## config.mk

```make
export PLATFORM = sky130hd
export DESIGN_NAME = mips_mem_arbiter
export DESIGN_NICKNAME = d
export VERILOG_FILES = /design/src/rtl/mips_mem_arbiter.sv
export SDC_FILE = /design/constraint.sdc
export NUM_CORES = 1
export LEC_CHECK = 0
export ABC_AREA = 1
export BUFFER_PORTS_ARGS = -buffer_cell sky130_fd_sc_hd__buf_2
export CAP_MARGIN = 20
export CORE_AREA = 2 2 113 115
export CTS_CLUSTER_DIAMETER = 30
export DETAILED_ROUTE_END_ITERATION = 16
export DIE_AREA = 0 0 115 117
export SETUP_SLACK_MARGIN = 0.3
export SYNTH_ARGS = -nofsm -noshare
export SYNTH_HDL_FRONTEND = slang
export SYNTH_SLANG_ARGS = --single-unit
```

## constraint.sdc

```tcl
create_clock -name clock -period 2 [get_ports clock]
set_input_delay 0.4 -clock clock [delete_from_list [all_inputs] [get_ports clock]]
set_output_delay 0.4 -clock clock [all_outputs]
set_load 0.05 [all_outputs]
```

## src/rtl/mips_mem_arbiter.sv

```systemverilog
// ============================================================================
// Module   : mips_mem_arbiter
// Brief    : Round-robin arbiter sharing one single-port synchronous word
//            memory between instruction fetch (port 0) and data (port 1).
//            Optional ARB_PERF_EN macro adds saturating grant/conflict counters.
// Revision : 1.0 - initial release
// ============================================================================
`default_nettype none

module mips_mem_arbiter #(
    parameter int ADDR_W = 7,
    parameter int DATA_W = 32
) (
    input  logic              clock,
    input  logic              reset,
    input  logic              r0_valid,
    output logic              r0_ready,
    input  logic [ADDR_W-1:0] r0_addr,
    output logic              r0_rvalid,
    output logic [DATA_W-1:0] r0_rdata,
    input  logic              r1_valid,
    output logic              r1_ready,
    input  logic              r1_we,
    input  logic [ADDR_W-1:0] r1_addr,
    input  logic [DATA_W-1:0] r1_wdata,
    output logic              r1_rvalid,
    output logic [DATA_W-1:0] r1_rdata,
    output logic              mem_en,
    output logic              mem_we,
    output logic [ADDR_W-1:0] mem_addr,
    output logic [DATA_W-1:0] mem_wdata,
    input  logic [DATA_W-1:0] mem_rdata,
    output logic [31:0]       perf_grant0,
    output logic [31:0]       perf_grant1,
    output logic [31:0]       perf_conflict
);

    logic gnt0;
    logic gnt1;
    logic last_gnt_q, last_gnt_d;
    logic resp_pend_q, resp_pend_d;
    logic resp_id_q, resp_id_d;

    // On conflict the port that did not win last time is served.
    always_comb begin
        gnt0 = 1'b0;
        gnt1 = 1'b0;
        if (!reset) begin
            if (r0_valid && (!r1_valid || last_gnt_q)) begin
                gnt0 = 1'b1;
            end else if (r1_valid) begin
                gnt1 = 1'b1;
            end
        end
    end

    assign r0_ready = gnt0;
    assign r1_ready = gnt1;

    always_comb begin
        mem_en    = gnt0 | gnt1;
        mem_we    = 1'b0;
        mem_addr  = '0;
        mem_wdata = '0;
        if (gnt0) begin
            mem_addr = r0_addr;
        end else if (gnt1) begin
            mem_we    = r1_we;
            mem_addr  = r1_addr;
            mem_wdata = r1_wdata;
        end
    end

    always_comb begin
        last_gnt_d  = last_gnt_q;
        resp_pend_d = 1'b0;
        resp_id_d   = resp_id_q;
        if (reset) begin
            last_gnt_d = 1'b1;
            resp_id_d  = 1'b0;
        end else if (gnt0) begin
            last_gnt_d  = 1'b0;
            resp_pend_d = 1'b1;
            resp_id_d   = 1'b0;
        end else if (gnt1) begin
            last_gnt_d  = 1'b1;
            resp_pend_d = !r1_we;
            resp_id_d   = 1'b1;
        end
    end

    always_ff @(posedge clock) begin
        last_gnt_q  <= last_gnt_d;
        resp_pend_q <= resp_pend_d;
        resp_id_q   <= resp_id_d;
    end

    // A response pending across a reset edge is dropped.
    assign r0_rvalid = resp_pend_q && !resp_id_q && !reset;
    assign r1_rvalid = resp_pend_q &&  resp_id_q && !reset;
    assign r0_rdata  = r0_rvalid ? mem_rdata : '0;
    assign r1_rdata  = r1_rvalid ? mem_rdata : '0;

`ifdef ARB_PERF_EN
    logic [31:0] grant0_q, grant0_d;
    logic [31:0] grant1_q, grant1_d;
    logic [31:0] conflict_q, conflict_d;

    always_comb begin
        grant0_d   = grant0_q;
        grant1_d   = grant1_q;
        conflict_d = conflict_q;
        if (reset) begin
            grant0_d   = '0;
            grant1_d   = '0;
            conflict_d = '0;
        end else begin
            if (gnt0 && grant0_q != 32'hFFFF_FFFF) grant0_d = grant0_q + 32'd1;
            if (gnt1 && grant1_q != 32'hFFFF_FFFF) grant1_d = grant1_q + 32'd1;
            if (r0_valid && r1_valid && conflict_q != 32'hFFFF_FFFF) begin
                conflict_d = conflict_q + 32'd1;
            end
        end
    end

    always_ff @(posedge clock) begin
        grant0_q   <= grant0_d;
        grant1_q   <= grant1_d;
        conflict_q <= conflict_d;
    end

    assign perf_grant0   = grant0_q;
    assign perf_grant1   = grant1_q;
    assign perf_conflict = conflict_q;
`else
    assign perf_grant0   = 32'd0;
    assign perf_grant1   = 32'd0;
    assign perf_conflict = 32'd0;
`endif

endmodule

`default_nettype wire

```

# [Word level (Yosys, flattened, before mapping)]
# Index checks and enable logic that the tools add are counted.
[totals] inputBits=83 reg_bits=3 output_inout_bits=205 word_cells=33
[op_classes] n_bitwise=1 muxes=17 n_reduce_logical=12
[op_table] op="2-to-1 mux 32 bit" n=4
[op_table] op="2-to-1 mux 7 bit" n=2
[op_table] op="2-to-1 mux 1 bit" n=11
[op_table] op="logical AND 1 bit" n=5
[op_table] op="zero test 1 bit" n=4
[op_table] op="nonzero test 2 bit" n=1
[op_table] op="OR reduction 2 bit" n=1
[op_table] op="logical OR 1 bit" n=1
[op_table] op="bitwise OR 1 bit" n=1

# [Longest topological paths before layout]
# Gate-level depths: netlist (run 1).
[depth] ltp_word=7 depth_mapped=6 depth_no_buf=5

# [Worst setup path before layout (run 1)]
# Ideal clock, no wire load.
[synth_timing] path_kind="input to output" startpoint="input reset" endpoint="output r0_rdata[10]" arrival_time_ps=2088 n_path_buf=1 setup_slack_ps=-488 t_required_ps=1600 cell_stages=4 cell_sequence="nor3_2 inv_2 buf_6 nor2_1"
[synth_between] elab_chain_cells=3
[synth_lines] item="start, declared" line_no="15" rtl="input logic reset,"
[synth_lines] item="zero test 1 bit" line_no="99" rtl="assign r0_rvalid = resp_pend_q && !resp_id_q && !reset;"
[synth_lines] item="logical AND 1 bit" line_no="99"
[synth_lines] item="2-to-1 mux 32 bit" line_no="101" rtl="assign r0_rdata = r0_rvalid ? mem_rdata : '0;"
[synth_lines] item="end, declared" line_no="20" rtl="output logic [DATA_W-1:0] r0_rdata,"
# Every way passes these cells.

# [Worst setup path in the final report (run 1)]
[layout_timing] startpoint="register resp_id_q" endpoint="output r0_rdata[31]"
[layout_between] elab_chain_cells=4
[layout_lines] item="start, declared" line_no="42" rtl="logic resp_id_q, resp_id_d;"
[layout_lines] item="start signal, assigned" line_no="95" rtl="resp_id_q <= resp_id_d;"
[layout_lines] item="zero test 1 bit" line_no="99"
[layout_lines] item="logical AND 1 bit (2 in series)" line_no="99"
[layout_lines] item="2-to-1 mux 32 bit" line_no="101"
# Every way passes these cells.

==> flow_summary_export.csv, run 1 <==
group,metric,value,unit
worst_setup_path,startpoint_type,"register",
synthesis,synth_cell_types,20,
pwr,leakagePower,2.26,nW
die,rows,41,
worst_setup_path,crit_path_frequent_cell,"buf_6",
final_layout,final_cell_mix,"conb_1 (96), buf_2 (82), inv_1 (68)",
pwr,power.density,391,nW/um2
clock_network,cts_tree,"yes",
pwr,clockPowerShare,20.1,%
timing,fmax,0.576,GHz
route,via_per_inst,3.39,
route,vias,2277,
worst_setup_path,required,1.60,ns
placed_design,portBuffers,191,
worst_setup_path,critPathSlowestCell,"dfxtp_2",
die,dieArea,13500,um2
synthesis,yosys_warnings,0,
clock_network,path_clk_slew,0.03,ns
pwr,power_frac_comb,75.5,%
timing,fin_skew,0.00130,ns
route,ant_nets,0,
worst_setup_path,cp_max_fo,7,
flow_run,drv_cap,0,
clock_network,cts_made_buffers,3,
die,die-height,117,um
final_layout,nets,605,
global_route,grt_usage,8.45,%
placed_design,dp_slack,0.177,ns
worst_setup_path,critPathKind,"reg -> out",
timing,fin_tns_setup,0,ns
worst_setup_path,end_kind,"primary output",
placed_design,dp_cells,654,
placed_design,gp_congestion,0.705,
pwr,sw_frac_of_total,60.1,%
route,firstDrtPassIters,4,
timing,period_needed,1.74,ns
hold_path,min_path_type,"in -> reg",
synthesis,syn_avg_cell_area,5.46,um2
pwr,p_int,0.000623,W
die,core-area,12300,um2
timing,final-hold-violation-count,0,
route,wire_per_inst,10.6,um
clock_network,cts_sinks,3,
die,io_pins,288,
worst_setup_path,crit_buf_inv,3,
clock_network,clkLatencyLatePin,0.22,ns
run_status,status,"complete, no violations",
global_route,antenna_found_initial,0,
worst_setup_path,max_stage_delay,0.33,ns
clock_network,cts_root_buf,"clkbuf_16",
timing,min_period_over_period,86.8,%
worst_setup_path,path_cells,"nor3_4 -> inv_4 -> buf_6 -> nor2_2 -> buf_6",
synthesis,synth.cell_area,1720,um2
placed_design,hpwlAfterDp,4.82,mm
timing,slew_violations,0,
timing,rsz0062_at_grt,"yes",
pwr,total_power,0.00156,W
final_layout,drive_above_1_share,62.6,%
worst_setup_path,crit_arrival,1.34,ns
die,start_util,14.0,%
pwr,p_seq_share,4.5,%
final_layout,final_cells,671,
timing,setup_viol,0,
route,drt-total-wl,7.11,mm
synthesis,syn_inst,316,
pwr,vdd_drop_max,0.243,mV
pwr,switching_power,0.000940,W
worst_setup_path,critical-path-top-delay-family,"buffers and inverters",
clock_network,clockBufferDepth,2,
synthesis,ys_ff_latch,3,
global_route,grt_max_degree,34,
final_layout,fillers,1293,
final_layout,final_util,32.5,%
route,route.detailed.drc,0,
final_layout,final_common_cell,"conb_1",
final_layout,diodes,0,
route,drtIter0Drc,28,
global_route,grt_pass1_vias,1935,
global_route,gr-total-overflow,0,
clock_network,ctsHtreeMaxLevel,1,
synthesis,seq_area_frac_synth,3.48,%
timing,setup_ws,0.264,ns
final_layout,area_growth,132,%
die,die_w,115,um
global_route,grt_first_pass_wirelength,9.17,mm
## cell families after synthesis
group,count (synthesis),share of synthesized area [%]
AO/OA/AOI/OAI,3,1.02
buffers and inverters,181,63.9
flip-flops,3,3.48
other,1,0.217
AND/OR/NAND/NOR,128,31.4
## Yosys cell counts
cell type | count | share of area [%]
nand2_1 | 11 | 2.4
clkbuf_1 | 1 | 0.22
nor2_1 | 97 | 21
clkbuf_8 | 1 | 0.80
nand3_2 | 1 | 0.58
inv_1 | 72 | 16
buf_4 | 99 | 43
nor2_8 | 1 | 1.2
buf_6 | 5 | 3.3
inv_2 | 1 | 0.22
o21ai_0 | 1 | 0.29
nand2_2 | 2 | 0.73
buf_2 | 2 | 0.58
nor3_2 | 1 | 0.58
nand4_1 | 7 | 2.5
nand3_1 | 8 | 2.3
conb_1 | 1 | 0.22
dfxtp_1 | 3 | 3.5
a21oi_1 | 1 | 0.29
o211ai_1 | 1 | 0.44
## sequential cells by signal (all words and copies together) (netlist names)
signal,flops
last_gnt_q,1
resp_id_q,1
resp_pend_q,1
## power groups by stage
stage | sequential [W] | combinational [W] | clock (W)
3_5_place_dp | 0.0000702 | 0.000983 | 0
4_1_cts | 0.0000699 | 0.00112 | 0.000321
2_1_floorplan | 0.0000691 | 0.000961 | 0
3_3_place_gp | 0.0000703 | 0.000982 | 0
6_report | 0.0000696 | 0.00118 | 0.000314
5_1_grt | 0.0000704 | 0.00124 | 0.000329
## worst reg2reg max path: cells and delay by family (launching register included)
family | cells | cell delay, ns
buf+inv | 2 | 0.24
flops | 1 | 0.29
simple gates | 3 | 0.24
## routing by layer
layer / global-route usage, % / vias up / share of wire (%)
met1: 9.00 / 1013 / 32
met5: 0 / - / 0
li1: - / 1114 / -
met2: 17.3 / 146 / 59
met3: 1.54 / 4 / 8.5
met4: 1.45 / 0 / 0.59
## layout make-up
| type | count | area (um2) | share of cell area, % |
|---|---|---|---|
| Tap cell | 150 | 188 | 4.69 |
| Clock buffer | 4 | 78.8 | 1.97 |
| Inverter | 73 | 277 | 6.91 |
| Timing Repair Buffer | 214 | 1880 | 47.0 |
| Sequential cell | 3 | 62.6 | 1.56 |
| Multi-Input combinational cell | 227 | 1520 | 37.8 |
## repair_timing
action                                 CTS  global route
pin swaps                                4             3
gates cloned                             5             2
resized for setup                      180           100
setup buffers                            4             2
hold buffers                             0             0
setup endpoints to repair               76           107
endpoints found under the hold margin    0             0
## stage by stage
step	hold slack (ns)	instance area [um2]
floorplan	0.456	2460
global placement	0.472	2890
detailed placement	0.474	2890
CTS	0.473	3670
global route	0.509	4000
finish	0.477	4000
## worst paths after layout
path	from	endpoint	slack, ns	cells past startpoint
max	resp_id_q	r0_rdata[31]	0.26	5
min	r1_we	resp_pend_q	0.48	4
max reg2reg	last_gnt_q	resp_pend_q	1.11	5
min reg2reg	last_gnt_q	last_gnt_q	0.58	3
Note: power is estimated with default switching activity, not from simulation.
==> run 2, diff against run 1 <==
- RECOVER_POWER: default -> 25
==> flow_summary_export.csv, run 2 (synthesis results as in run 1) <==
group,metric,value,unit
run_status,status,"complete, no violations",
pwr,clockPowerShare,20.1,%
final_layout,diodes,0,
worst_setup_path,end_kind,"primary output",
hold_path,holdPathStages,4,
clock_network,cts_made_buffers,3,
die,start_util,14.0,%
placed_design,portBuffers,191,
pwr,total_power,0.00156,W
worst_setup_path,rr_worst_depth,5,
pwr,switching_power,0.000940,W
worst_setup_path,cp_max_fo,7,
pwr,vdd_drop_max,0.243,mV
clock_network,cts_tree,"yes",
timing,setup_viol,0,
worst_setup_path,cp_num_cells,5,
timing,setup_ws,0.256,ns
worst_setup_path,critPathKind,"reg -> out",
final_layout,regArea,62.6,um2
die,core-area,12300,um2
worst_setup_path,required,1.60,ns
route,firstDrtPassIters,3,
global_route,grt_pass1_vias,1935,
final_layout,fillers,1311,
placed_design,dp_slack,0.177,ns
route,wire_per_inst,10.6,um
placed_design,hpwlAfterDp,4.82,mm
final_layout,multi_input_area,1510,um2
final_layout,area_growth,128,%
route,ant_nets,0,
die,io_pins,288,
route,drtIter0Drc,28,
pwr,p_int,0.000619,W
route,route.detailed.drc,0,
timing,min_period_over_period,87.2,%
worst_setup_path,critical-path-top-delay-family,"buffers and inverters",
route,via_per_inst,3.41,
route,drt-total-wl,7.14,mm
worst_setup_path,path_cells,"nor3_4 -> inv_4 -> buf_6 -> nor2_2 -> buf_6",
pwr,sw_frac_of_total,60.3,%
clock_network,cts_hold_buf,0,
timing,fin_skew,0.00130,ns
clock_network,cts_sinks,3,
timing,rsz0062_at_grt,"yes",
clock_network,ctsHtreeMaxLevel,1,
final_layout,stdcell_area,3940,um2
hold_path,min_path_type,"in -> reg",
final_layout,nets,605,
worst_setup_path,max_stage_delay,0.33,ns
clock_network,path_clk_slew,0.03,ns
worst_setup_path,crit_buf_inv,3,
global_route,grt_first_pass_wirelength,9.17,mm
worst_setup_path,startpoint_type,"register",
timing,final-hold-violation-count,0,
timing,slew_violations,0,
timing,max_slew_margin,58.6,%
worst_setup_path,crit_path_frequent_cell,"buf_6",
global_route,grt_usage,8.45,%
pwr,power.density,396,nW/um2
global_route,gr-total-overflow,0,
worst_setup_path,critPathSlowestCell,"dfxtp_2",
placed_design,gp_congestion,0.705,
timing,tightest_slew,0.624,ns
final_layout,reg.largest.list,"last_gnt_q: 1 flops, resp_id_q: 1 flops, resp_pend_q: 1 flops",
clock_network,clkLatencyLatePin,0.22,ns
worst_setup_path,crit_arrival,1.34,ns
global_route,antenna_found_initial,0,
pwr,power_frac_comb,75.4,%
flow_run,drv_cap,0,
clock_network,cts_root_buf,"clkbuf_16",
die,die_w,115,um
timing,fin_tns_setup,0,ns
timing,fmax,0.573,GHz
timing,period_needed,1.74,ns
die,die-height,117,um
clock_network,clockBufferDepth,2,
final_layout,drive_above_1_share,62.2,%
global_route,grt_max_degree,34,
placed_design,place_area,2890,um2
die,dieArea,13500,um2
die,rows,41,
final_layout,final_cell_mix,"conb_1 (96), buf_2 (81), inv_1 (68)",
pwr,p_seq_share,4.5,%
pwr,leakagePower,2.23,nW
final_layout,final_common_cell,"conb_1",
route,vias,2286,
## run 2: cell type report
type                    instances  share of cell area [%]
clock buffers                   4                    2.00
inverters                      73                    7.02
repair buffers                214                    46.2
multi-input cells             227                    38.4
well taps                     150                    4.77
flip-flops and latches          3                    1.59
## run 2: path summary, 6_finish.rpt
check                                start           end  slack [ns]
worst max-delay path             resp_id_q  r0_rdata[31]        0.26
worst min-delay path                 r1_we   resp_pend_q        0.48
worst max register to register  last_gnt_q   resp_pend_q        1.02
worst min register to register  last_gnt_q    last_gnt_q        0.58
## run 2: metrics by stage
stage	cells	hold slack [ns]	util (%)
after floorplan	411	0.456	-
after global placement	654	0.472	23.5
after detailed placement	654	0.474	23.5
after CTS	667	0.473	29.8
after global routing	671	0.509	32.0
final	671	0.477	32.0
## run 2: layer usage
| metal | global-route usage (%) | up-vias | share of wire (%) |
|---|---|---|---|
| met3 | 1.54 | 4 | 8.4 |
| met5 | 0 | - | 0 |
| met2 | 17.3 | 146 | 59 |
| met1 | 9.00 | 1021 | 32 |
| li1 | - | 1115 | - |
| met4 | 1.45 | 0 | 0.59 |
## run 2: tightest hold or removal path, stage by stage
cell and delay, ns:
buf_2 0.07, inv_1 0.06, nand2_1 0.07, nand2_1 0.05
## run 2: power groups by stage
stage | clock network (W) | logic [W] | registers (W)
after CTS | 0.000321 | 0.00112 | 0.0000699
after floorplan | 0 | 0.000961 | 0.0000691
after global routing | 0.000329 | 0.00123 | 0.0000704
final | 0.000314 | 0.00118 | 0.0000696
after global placement | 0 | 0.000982 | 0.0000703
after detailed placement | 0 | 0.000983 | 0.0000702
## run 2: timing repair
item | 4_1_cts | 5_1_grt
resized for setup | 180 | 100
setup endpoints to repair | 76 | 107
buffers inserted | 4 | 2
cloned | 5 | 2
pin swaps | 4 | 3
==> run 3, diff against run 2 <==
- CTS_BUF_LIST: default -> sky130_fd_sc_hd__clkbuf_4 sky130_fd_sc_hd__clkbuf_8
==> flow_summary_export.csv, run 3 (synthesis results as in run 1) <==
group,metric,value,unit
route,firstDrtPassIters,4,
placed_design,portBuffers,191,
die,die-height,117,um
pwr,vdd_drop_max,0.174,mV
worst_setup_path,reg2reg_from,"last_gnt_q",
route,ant_nets,0,
die,core-area,12300,um2
placed_design,dp_slack,0.177,ns
global_route,grt_util_met2,14.9,%
die,die_w,115,um
worst_setup_path,cp_max_fo,8,
clock_network,cts_made_buffers,3,
clock_network,clockBufferDepth,2,
route,drtIter0Drc,32,
hold_path,min_path_type,"in -> reg",
final_layout,stdcell_area,3880,um2
hold_path,hold_end,"resp_pend_q",
timing,tightest_slew,0.625,ns
final_layout,reg.largest.list,"last_gnt_q: 1 flops, resp_id_q: 1 flops, resp_pend_q: 1 flops",
placed_design,gp_congestion,0.705,
timing,fin_tns_setup,0,ns
worst_setup_path,critical-path-top-delay-family,"buffers and inverters",
worst_setup_path,startpoint_type,"primary input",
worst_setup_path,reg2reg_slack,1.08,ns
global_route,grtUsageMet3,1.54,%
worst_setup_path,r2r-end,"resp_pend_q",
die,rows,41,
timing,setup_viol,0,
worst_setup_path,crit_arrival,1.39,ns
timing,slew_violations,0,
final_layout,final_cell_mix,"conb_1 (96), buf_2 (81), buf_6 (71)",
clock_network,path_clk_slew,0.03,ns
worst_setup_path,crit_buf_inv,4,
hold_path,holdPathStages,4,
timing,fin_hold_ws,0.483,ns
global_route,gr-total-overflow,0,
clock_network,cts_sinks,3,
die,start_util,14.0,%
run_status,status,"complete, no violations",
clock_network,clkLatencyLatePin,0.21,ns
worst_setup_path,critPathKind,"in -> out",
die,io_pins,288,
clock_network,ctsHtreeMaxLevel,1,
global_route,antenna_found_initial,0,
pwr,power.density,361,nW/um2
clock_network,cts_root_buf,"clkbuf_8",
timing,setup_ws,0.208,ns
final_layout,drive_above_1_share,62.2,%
worst_setup_path,critPathSlowestCell,"clkbuf_2",
timing,fmax,0.558,GHz
final_layout,diodes,0,
global_route,grt_usage,7.48,%
final_layout,final_common_cell,"conb_1",
timing,min_period_over_period,89.6,%
worst_setup_path,required,1.60,ns
route,route.detailed.drc,0,
global_route,grt_max_degree,36,
flow_run,drv_cap,0,
timing,period_needed,1.79,ns
timing,fin_skew,0.00235,ns
final_layout,area_growth,125,%
die,dieArea,13500,um2
route,vias,2300,
worst_setup_path,rr_worst_depth,5,
placed_design,place_area,2890,um2
hold_path,hp-start,"r1_we",
worst_setup_path,max_stage_delay,0.28,ns
final_layout,nets,605,
worst_setup_path,end_kind,"primary output",
global_route,use_met1,8.20,%
route,via_per_inst,3.43,
timing,final-hold-violation-count,0,
clock_network,cts_tree,"yes",
placed_design,hpwlAfterDp,4.82,mm
route,drt-total-wl,7.32,mm
pwr,leakagePower,2.22,nW
timing,max_slew_margin,58.5,%
global_route,busiest_layer,"met2",
timing,rsz0062_at_grt,"yes",
global_route,grt_pass1_vias,1853,
global_route,grt_first_pass_wirelength,8.35,mm
worst_setup_path,path_cells,"buf_4 -> inv_2 -> nor2_8 -> nand2_8 -> buf_12 -> nor2_4 -> clkbuf_2",
route,wire_per_inst,10.9,um
[run 3: cell count changes in the layout (fill, tap and decap cells not counted), moves of 3 or more]
cell,before,now
buf_16,5,1
buf_6,62,71
clkbuf_4,6,1
clkbuf_8,0,3
nor2_2,31,35
nor2_4,63,60
[run 3: area by class of cell]
class,instances,area (um2)
Tap cell,150,188
Fill cell,1325,8430
Inverter,73,277
Timing Repair Buffer,214,1820
Sequential cell,3,62.6
Multi-Input combinational cell,227,1490
Clock buffer,4,48.8
[run 3: metal layers]
metal  wire length, um  share of wire [%]
met1              2410                 33
met2              4290                 59
met3               574                7.8
met4                36               0.49
met5                 0                  0
[run 3: power by group]
part           internal [W]  switching (W)   total, W  leakage, nW
registers         0.0000655     0.00000410  0.0000696       0.0256
logic              0.000267       0.000878    0.00115         2.17
clock network      0.000149      0.0000380   0.000187       0.0262
[run 3: through the flow]
stage / instances / total power, W / util (%)
after floorplan: 411 / 0.00103 / -
after global placement: 654 / 0.00105 / 23.5
after detailed placement: 654 / 0.00105 / 23.5
after CTS: 661 / 0.00133 / 27.7
after global routing: 671 / 0.00148 / 31.5
final: 671 / 0.00140 / 31.5
[run 3: worst max path at each step]
stage | startpoint | end | slack (ns) | depth (start not counted)
2_1_floorplan | r1_valid | mem_wdata[10] | 0.07 | 5
3_3_place_gp | reset | r0_rdata[28] | 0.19 | 6
3_5_place_dp | reset | r0_rdata[28] | 0.18 | 6
4_1_cts | resp_id_q | r0_rdata[31] | 0.25 | 5
5_1_grt | reset | mem_en | 0.15 | 6
6_report | r1_valid | mem_wdata[31] | 0.21 | 7
[run 3: worst min-delay path, cell delays in order]
cell and delay, ns:
buf_2 0.08, inv_1 0.06, nand2_1 0.07, nand2_1 0.05
[run 3: timing repair]
action / CTS / global route
resized for setup: 142 / 156
gates cloned: 1 / 7
pin swaps: 1 / 3
setup buffers: 2 / 3
hold buffers: 0 / 0
hold endpoints to repair: 0 / 0
setup endpoints to repair: 76 / 108
